## src/rtl/uart_seq_pkg.sv

```systemverilog
// Shared state and mode encodings for the UART message sequencer.
package uart_seq_pkg;

    typedef enum logic [2:0] {
        ST_IDLE,
        ST_SEND,
        ST_WAIT_HI,
        ST_WAIT_LO,
        ST_GAP
    } state_t;

    localparam logic [1:0] MODE_IDLE     = 2'd0;
    localparam logic [1:0] MODE_PERIODIC = 2'd1;
    localparam logic [1:0] MODE_ONESHOT  = 2'd2;
    localparam logic [1:0] MODE_ECHO     = 2'd3;

endpackage

```

## src/rtl/sync_fifo.sv

```systemverilog
// Small synchronous FIFO, head visible combinationally; push while full is
// ignored unless a pop frees the slot in the same cycle.
module sync_fifo #(
    parameter int W  = 8,
    parameter int AW = 2
) (
    input  logic         clk,
    input  logic         reset,
    input  logic         push,
    input  logic [W-1:0] push_dat,
    input  logic         pop,
    output logic         full,
    output logic         empty,
    output logic [W-1:0] head
);

    logic [W-1:0] mem_q [2**AW];
    logic [AW:0]  wr_ptr_q, wr_ptr_d;
    logic [AW:0]  rd_ptr_q, rd_ptr_d;
    logic         do_push, do_pop;

    // Extra pointer MSB distinguishes full from empty when the indices match.
    assign empty   = (wr_ptr_q == rd_ptr_q);
    assign full    = (wr_ptr_q[AW] != rd_ptr_q[AW]) &&
                     (wr_ptr_q[AW-1:0] == rd_ptr_q[AW-1:0]);
    assign head    = mem_q[rd_ptr_q[AW-1:0]];
    assign do_pop  = pop && !empty;
    assign do_push = push && (!full || do_pop);

    always_comb begin
        wr_ptr_d = do_push ? wr_ptr_q + 1'b1 : wr_ptr_q;
        rd_ptr_d = do_pop  ? rd_ptr_q + 1'b1 : rd_ptr_q;
    end

    always_ff @(posedge clk or posedge reset) begin
        if (reset) begin
            wr_ptr_q <= '0;
            rd_ptr_q <= '0;
        end else begin
            wr_ptr_q <= wr_ptr_d;
            rd_ptr_q <= rd_ptr_d;
        end
    end

    always_ff @(posedge clk) begin
        if (do_push) mem_q[wr_ptr_q[AW-1:0]] <= push_dat;
    end

endmodule

```

## src/rtl/uart_msg_seq.sv

```systemverilog
// Drives a uart core from a writable message buffer (periodic / one-shot) or echoes received bytes.
// Bytes go back-to-back, paced only by is_transmitting; a full echo FIFO drops bytes and sets a sticky flag.
module uart_msg_seq
    import uart_seq_pkg::*;
#(
    parameter int AW    = 4,
    parameter int DELAY = 500000,
    parameter int CNT_W = 32,
    parameter int EAW   = 2
) (
    input  logic          clk,
    input  logic          reset,
    input  logic [1:0]    mode,
    input  logic          start,
    input  logic [AW:0]   msg_len,
    input  logic          wr_en,
    input  logic [AW-1:0] wr_addr,
    input  logic [7:0]    wr_data,
    output logic [7:0]    tx_byte,
    output logic          transmit,
    input  logic          is_transmitting,
    input  logic          received,
    input  logic [7:0]    rx_byte,
    output logic [7:0]    led,
    output logic          busy,
    output logic          msg_done,
    output logic          echo_overflow
);

    localparam int               MSG_DEPTH = 2**AW;
    localparam logic [AW:0]      DEPTH_L   = (AW+1)'(MSG_DEPTH);
    localparam logic [CNT_W-1:0] DELAY_L   = CNT_W'(DELAY);

    logic [7:0]       mem_q [MSG_DEPTH];
    state_t           state_q, state_d;
    logic [AW-1:0]    idx_q, idx_d;
    logic [AW:0]      len_q, len_d;
    logic [CNT_W-1:0] cnt_q, cnt_d;
    logic             src_echo_q, src_echo_d;
    logic [7:0]       tx_byte_q, tx_byte_d;
    logic             transmit_q, transmit_d;
    logic [7:0]       led_q, led_d;
    logic             busy_q, busy_d;
    logic             msg_done_q, msg_done_d;
    logic             overflow_q, overflow_d;

    logic [AW:0] len_clamp;
    logic        echo_push, fifo_pop, fifo_full, fifo_empty;
    logic [7:0]  fifo_head;

    assign len_clamp = (msg_len > DEPTH_L) ? DEPTH_L : msg_len;
    assign echo_push = received && (mode == MODE_ECHO);
    assign fifo_pop  = (state_q == ST_SEND) && src_echo_q;

    sync_fifo #(.W(8), .AW(EAW)) u_echo_fifo (
        .clk      (clk),
        .reset    (reset),
        .push     (echo_push),
        .push_dat (rx_byte),
        .pop      (fifo_pop),
        .full     (fifo_full),
        .empty    (fifo_empty),
        .head     (fifo_head)
    );

    always_ff @(posedge clk) begin
        if (wr_en) mem_q[wr_addr] <= wr_data;
    end

    always_comb begin
        state_d    = state_q;
        idx_d      = idx_q;
        len_d      = len_q;
        cnt_d      = cnt_q;
        src_echo_d = src_echo_q;
        tx_byte_d  = tx_byte_q;
        transmit_d = 1'b0;
        msg_done_d = 1'b0;
        led_d      = received ? rx_byte : led_q;
        overflow_d = overflow_q | (echo_push && fifo_full && !fifo_pop);

        case (state_q)
            ST_IDLE: begin
                if (mode == MODE_PERIODIC) begin
                    state_d = ST_GAP;
                    cnt_d   = DELAY_L;
                end else if (mode == MODE_ONESHOT && start) begin
                    len_d      = len_clamp;
                    idx_d      = '0;
                    src_echo_d = 1'b0;
                    if (len_clamp == '0) msg_done_d = 1'b1;
                    else                 state_d    = ST_SEND;
                end else if (mode == MODE_ECHO && !fifo_empty) begin
                    src_echo_d = 1'b1;
                    state_d    = ST_SEND;
                end
            end
            ST_SEND: begin
                tx_byte_d  = src_echo_q ? fifo_head : mem_q[idx_q];
                transmit_d = 1'b1;
                state_d    = ST_WAIT_HI;
            end
            ST_WAIT_HI: begin
                if (is_transmitting) state_d = ST_WAIT_LO;
            end
            ST_WAIT_LO: begin
                if (!is_transmitting) begin
                    if (src_echo_q) begin
                        msg_done_d = 1'b1;
                        state_d    = ST_IDLE;
                    end else if ({1'b0, idx_q} == len_q - 1'b1) begin
                        msg_done_d = 1'b1;
                        if (mode == MODE_PERIODIC) begin
                            state_d = ST_GAP;
                            cnt_d   = DELAY_L;
                        end else begin
                            state_d = ST_IDLE;
                        end
                    end else begin
                        idx_d   = idx_q + 1'b1;
                        state_d = ST_SEND;
                    end
                end
            end
            ST_GAP: begin
                if (cnt_q != '0) begin
                    cnt_d = cnt_q - 1'b1;
                end else if (mode == MODE_PERIODIC) begin
                    len_d      = len_clamp;
                    idx_d      = '0;
                    src_echo_d = 1'b0;
                    // An empty periodic message just waits out another gap.
                    if (len_clamp == '0) cnt_d   = DELAY_L;
                    else                 state_d = ST_SEND;
                end else begin
                    state_d = ST_IDLE;
                end
            end
            default: state_d = ST_IDLE;
        endcase

        busy_d = (state_d != ST_IDLE);
    end

    always_ff @(posedge clk or posedge reset) begin
        if (reset) begin
            state_q    <= ST_IDLE;
            idx_q      <= '0;
            len_q      <= '0;
            cnt_q      <= DELAY_L;
            src_echo_q <= 1'b0;
            tx_byte_q  <= '0;
            transmit_q <= 1'b0;
            led_q      <= '0;
            busy_q     <= 1'b0;
            msg_done_q <= 1'b0;
            overflow_q <= 1'b0;
        end else begin
            state_q    <= state_d;
            idx_q      <= idx_d;
            len_q      <= len_d;
            cnt_q      <= cnt_d;
            src_echo_q <= src_echo_d;
            tx_byte_q  <= tx_byte_d;
            transmit_q <= transmit_d;
            led_q      <= led_d;
            busy_q     <= busy_d;
            msg_done_q <= msg_done_d;
            overflow_q <= overflow_d;
        end
    end

    assign tx_byte       = tx_byte_q;
    assign transmit      = transmit_q;
    assign led           = led_q;
    assign busy          = busy_q;
    assign msg_done      = msg_done_q;
    assign echo_overflow = overflow_q;

endmodule
```

## config.mk

```make
export PLATFORM = sky130hd
export DESIGN_NAME = uart_msg_seq
export DESIGN_NICKNAME = d
export VERILOG_FILES = /design/src/rtl/uart_seq_pkg.sv /design/src/rtl/sync_fifo.sv /design/src/rtl/uart_msg_seq.sv
export SDC_FILE = /design/constraint.sdc
export NUM_CORES = 1
export LEC_CHECK = 0
export BUFFER_PORTS_ARGS = -buffer_cell sky130_fd_sc_hd__buf_4
export CORE_AREA = 2 2 126 128
export DETAILED_ROUTE_END_ITERATION = 8
export DIE_AREA = 0 0 128 130
export PLACE_DENSITY = 0.92
export SYNTH_ARGS = -nofsm -noshare
export SYNTH_HDL_FRONTEND = slang
export SYNTH_SLANG_ARGS = --single-unit
```

## constraint.sdc

```tcl
create_clock -name clk -period 3.95 [get_ports clk]
set_input_delay 0.1975 -clock clk [delete_from_list [all_inputs] [get_ports clk]]
set_output_delay 0.1975 -clock clk [all_outputs]
set_load 0.02 [all_outputs]
```

# Word-level counts from Yosys, hierarchy flattened
# Memory sizes are Yosys's and may differ from the RTL's.
# Index checks and enable logic that the tools add are counted.
# word_totals
regBits	71
ram_bits	160
wordCells	120
n_memories	2
# op_classes
n_addsub	5
n_lt_le_gt_ge	1
n_eq_ne	22
n_mux	53
n_bitwise	1
n_reduce_logical	23
# memory_table
memory	depth	width	rd	rd_ports_with_merged_regs	write_ports	line	rtl
mem_q	16	8	1	0	1	uart_msg_seq.sv:34	logic [7:0] mem_q [MSG_DEPTH];
u_echo_fifo.mem_q	4	8	1	0	1	sync_fifo.sv:17	logic [W-1:0] mem_q [2**AW];
# ops
operator	n
two-way mux 32 bit	7
one-hot mux 32 bit (3 select lines)	1
two-way mux 3 bit	11
nonzero test 32 bit	1
subtractor 32 x 1 -> 32 bit, second input constant	1
two-way mux 4 bit	7
two-way mux 5 bit	5
two-way mux 1 bit	16
!= test 2 bit, second input constant	8
one-hot mux 3 bit (5 select lines)	1
one-hot mux 4 bit (3 select lines)	1
one-hot mux 5 bit (2 select lines)	1
AND reduction 5 bit	2
logical AND 1 bit	9
!= test 3 bit, second input constant	3
two-way mux 8 bit	1
AND reduction 8 bit	1
adder 3 x 1 -> 3 bit, second input constant	2
equality test 3 x 2 -> 1 bit, second input constant	2
AND reduction 6 bit	1
nonzero test 3 bit	2
equality test 4 x 5 -> 1 bit	1
> comparator 5 bit, second input constant	1
zero test 5 bit	1
other kinds (15)	19

# Longest topological paths before layout
# logic_depth
word_depth	8
mapped_depth	10
mapped_depth_nobuf	9

# Cells and area by module
# A second synthesis with hierarchy kept.
# hier_totals
cells_unflattened	680
hier_area_um2	10034.6
# modules_own_cells
module	instances	cells_per_inst	area_per_inst_um2	seq_area_each_um2
uart_msg_seq	1	602	8383.0	5479.0
sync_fifo	1	78	1651.6	1111.1

# Worst setup path after synthesis
# OpenSTA, ideal clock, no wires.
# synth_path
path_type	register to register
from	reg cnt_q[12]
to	reg cnt_q[30]
t_arrival_ns	2.503
required_time_ns	3.874
slack_ns	1.371
stages_incl_launch_ff	8
path_buffers	2
synth_period_minus_slack_ns	2.579
path_cell_list	dfrtp_1 > or4_1 > buf_2 > or4_4 > buf_6 > or3_4 > or4_1 > o21ai_1
# synth_via
elab_chain_len	3
word_cells_on_any_way	7
cone_classes	1 x add/sub; 2 x eq/ne; 2 x mux; 2 x reduce/logical
# synth_lines
item	line	rtl
start, declared	uart_msg_seq.sv:38	logic [CNT_W-1:0] cnt_q, cnt_d;
start signal, assigned	uart_msg_seq.sv:162	cnt_q <= cnt_d;
subtractor 32 x 1 -> 32 bit or nonzero test 32 bit (tied branches)	uart_msg_seq.sv:127, uart_msg_seq.sv:126	
two-way mux 32 bit or != test 3 bit (tied branches)	-	
one-hot mux 32 bit (3 select lines) or AND reduction 6 bit (tied branches)	-	
# Parallel ways exist; a longest one is shown, timed or not.
# A chain may end at the register's enable or synchronous reset.

# Worst setup path after layout
# layout_path
from	reg cnt_q[12]
to	reg busy_q, in the netlist busy
# layout_via
elab_chain_len	4
# layout_lines
item	line	rtl
nonzero test 32 bit	uart_msg_seq.sv:126	if (cnt_q != '0) begin
two-way mux 3 bit	uart_msg_seq.sv:126	
one-hot mux 3 bit (5 select lines)	uart_msg_seq.sv:82	case (state_q)
via state_d[2]	uart_msg_seq.sv:35	state_t state_q, state_d;
nonzero test 3 bit	uart_msg_seq.sv:142	busy_d = (state_d != ST_IDLE);
via busy_d	uart_msg_seq.sv:43	logic busy_q, busy_d;
end signal, assigned	uart_msg_seq.sv:167	busy_q <= busy_d;
end, declared	uart_msg_seq.sv:43	
# The timed path passes the listed nets, and every way through them passes these cells.

==> flow_summary_export.csv <==
group,metric,value,unit
run_status,status,"complete, no violations",
global_route,met3_usage,0.0459,
clock_network,cts_tree,"built",
floorplan,die-height,130,µm
global_route,grtUsageTotal,0.314,
floorplan,rows,46,
cells_and_area,fill_cells,839,
synthesis,syn_avg_cell_area,14.5,µm²
place,io_buffers,52,
synthesis,syn-cell-area,9800,µm²
pwr,clock_power_share,0.302,
pwr,finalPower,7.38,mW
clock_network,clk_latency,0.53,ns
global_route,grt_use_met2,0.556,
global_route,grt_pass1_wl,39.1,mm
global_route,overflow,0,
sta,maxSlewHeadroom,0.170,
drt,ant_nets,0,
pwr,p_per_area,649,nW/µm²
sta,hold_viol,0,
sta,tns,0,ns
pwr,leakage,4.10,nW
clock_network,cts_resized,0,
critical_path,rr_startpoint,"cnt_q[12]",
pwr,intPower,5.03,mW
global_route,grt_use_met1,0.405,
global_route,top_usage_layer,"met2",
synthesis,synth_seq_cells,231,
sta,worstMarginPinSlew,1.23,ns
run,maxCapViolCount,0,
synthesis,synth_edf_count,160,
min_path,min-delay-start,"wr_data[1]",
sta,setup_viol,0,
critical_path,cp.required,4.34,ns
clock_network,clk_pin_slew,0.06,ns
pwr,pwr-share-comb,0.243,
critical_path,critPathKind,"reg2reg",
global_route,grt_max_degree,43,
cells_and_area,num_antenna_cells,0,
critical_path,crit_arrival,3.41,ns
synthesis,syn-num-nets,718,
sta,rsz0062_at_grt,"false",
drt,viasPerCell,6.77,
synthesis,seq_area_frac_synth,0.672,
cells_and_area,final_common_cell,"edfxtp_1",
critical_path,ff2ff_setup_slack,0.92,ns
pwr,ir_worst_vdd,0.000498,V
clock_network,htree_levels,1,
clock_network,cts-root-buf,"clkbuf_16",
sta,finClkSkew,0.0194,ns
min_path,hold_path_end,"mem_q[11][1]",
synthesis,yosys_warnings,0,
drt,wire_per_inst,26.2,µm
synthesis,yosys-top-cells-area,"edfxtp_1 49%, dfrtp_1 16%, mux4_2 7.6%",
cells_and_area,regArea,6590,µm²
sta,maxSlewViolCount,0,
global_route,grt_pass1_vias,6585,
drt,initialDrtViolationCount,1058,
synthesis,ys_async_sr_fraction,0.307,
drt,drt-total-wl,25.3,mm
floorplan,die_area,16600,µm²
clock_network,numCtsBuffers,24,
floorplan,start_util,0.636,
drt,via_count,6538,
synthesis,synth_flop_cell,"edfxtp_1",
cells_and_area,layout.nets,798,
floorplan,io-pin-count,53,
drt,drt-pass1-iter-count,6,
place,dp_hpwl,14.5,mm
cells_and_area,syn_to_final_growth,16.1,%
synthesis,yosysTopAreaCell,"edfxtp_1",
cells_and_area,multi_input_area,3040,µm²
critical_path,cp-end-kind,"flip-flop",
critical_path,worstReg2RegEnd,"busy",
cells_and_area,final_cell_mix,"160 x edfxtp_1, 64 x buf_4, 63 x dfrtp_1",
pwr,sw_frac_of_total,0.319,
synthesis,synth.distinct_cells,58,
min_path,hold_depth,1,
synthesis,netlist.area_leader.share,0.490,
clock_network,cts_num_sinks,231,
critical_path,crit_fanout,15,
sta,final.period_utilization,0.766,
pwr,p_switching,2.35,mW
clock_network,clockBufferDepth,3,
floorplan,chipWidth,128,µm
floorplan,core_area,15400,µm²
min_path,worstHoldPathType,"in2reg",
drt,drc,0,
sta,clock.fmax,0.330,GHz
cells_and_area,drive_above_1_share,0.207,
synthesis,synth_cells,677,
critical_path,start_kind,"flip-flop",
critical_path,r2r_cells,6,
pwr,power_frac_seq,0.455,
sta,min_period,3.03,ns
place,gp_congestion,0.845,
global_route,grt_antenna_before_repair,0,
==> cell type report <==
cell class,count,share of cell area
flip-flops and latches,231,0.579
repair buffers,83,0.0589
inverters,13,0.00429
multi-input cells,404,0.267
well taps,192,0.0211
clock inverters,8,0.00770
clock buffers,35,0.0617
==> power groups by stage <==
stage	Clock, mW	Sequential [mW]	Combinational (mW)
2_1_floorplan	0	3.24	1.23
3_3_place_gp	0	3.33	1.57
3_5_place_dp	0	3.37	1.69
4_1_cts	2.23	3.34	1.78
5_1_grt	2.33	3.40	1.93
6_report	2.23	3.36	1.80
==> critical path, cell delays in order, from the launching register on <==
cell     delay, ns
dfrtp_1       0.41
or4_1         0.64
nor4_1        0.56
and4_1        0.27
a221o_1       0.49
inv_2         0.13
or3_1         0.40
==> metal layers <==
metal,routed length [µm],up-vias
li1,-,2762
met1,8960,3231
met2,13100,451
met3,2140,94
met4,1100,0
met5,0,-
==> worst max-delay path by stage <==
stage | slack (ns) | to | cells after the start | from
detailed placement | 0.94 | busy | 6 | cnt_q[19]
finish | 0.92 | busy | 6 | cnt_q[12]
CTS | 0.95 | busy | 6 | cnt_q[19]
global route | 0.73 | cnt_q[6] | 7 | cnt_q[12]
global placement | 1.08 | busy | 6 | cnt_q[19]
floorplan | 1.37 | cnt_q[30] | 7 | cnt_q[12]
==> Yosys cell counts, types with 2 or more instances <==
master    number
nor3_1        21
nand3_1        8
buf_2          9
nand3b_1       4
dfstp_2        7
o211ai_1       2
xor2_1        10
a21oi_1       30
edfxtp_1     160
clkbuf_1      15
and2_1         9
xnor2_1        9
o31ai_1        7
dfrtp_1       64
nor2b_1        4
nand2b_1       7
a221oi_1      11
o21ai_0       45
a22oi_1        5
nor2_1        50
nor4_1         9
inv_1         11
a21o_1         3
o41ai_1        3
buf_1          4
a22o_1         2
mux4_2        33
o22ai_1        2
or2_2          2
ha_1           8
a31oi_1        5
mux2_2        10
nand2_1       49
or3_1          4
or3b_1         2
mux2i_1       21
or4_1          8
o21ai_1        3
nor4b_1        2
==> registers in the layout, indices dropped and copies added, names as in the netlist, 3 cells and up <==
register              count
tx_byte                   8
u_echo_fifo.mem_q        32
state_q                   3
len_q                     5
u_echo_fifo.wr_ptr_q      3
u_echo_fifo.rd_ptr_q      3
led                       8
mem_q                   128
cnt_q                    32
idx_q                     4
==> timing repair <==
item / 4_1_cts / 5_1_grt
setup buffers: 0 / 0
hold endpoints to repair: 168 / 0
endpoints found under the setup margin: 0 / 0
hold buffers: 19 / 0
==> cell families after synthesis <==
group	Yosys count	share of synthesized area
adder cells (fa/ha/maj)	8	0.0102
XOR/XNOR	19	0.0170
multiplexers	64	0.109
AND/OR/NAND/NOR	187	0.0948
buffers and inverters	42	0.0180
AO/OA/AOI/OAI	126	0.0790
flip-flops	231	0.672
==> through the flow <==
| step | area [µm²] | std cells | util | hold WS (ns) | worst slack (ns) |
|---|---|---|---|---|---|
| global route | 11400 | 966 | 0.738 | 0.0133 | 0.726 |
| floorplan | 9800 | 677 | - | 0.296 | 1.37 |
| detailed placement | 10400 | 903 | 0.674 | 0.414 | 0.937 |
| CTS | 11400 | 965 | 0.737 | 0.00155 | 0.948 |
| finish | 11400 | 966 | 0.738 | 0.00205 | 0.924 |
| global placement | 10400 | 903 | 0.674 | 0.406 | 1.08 |
No activity file was read; power rests on OpenSTA's default activity.
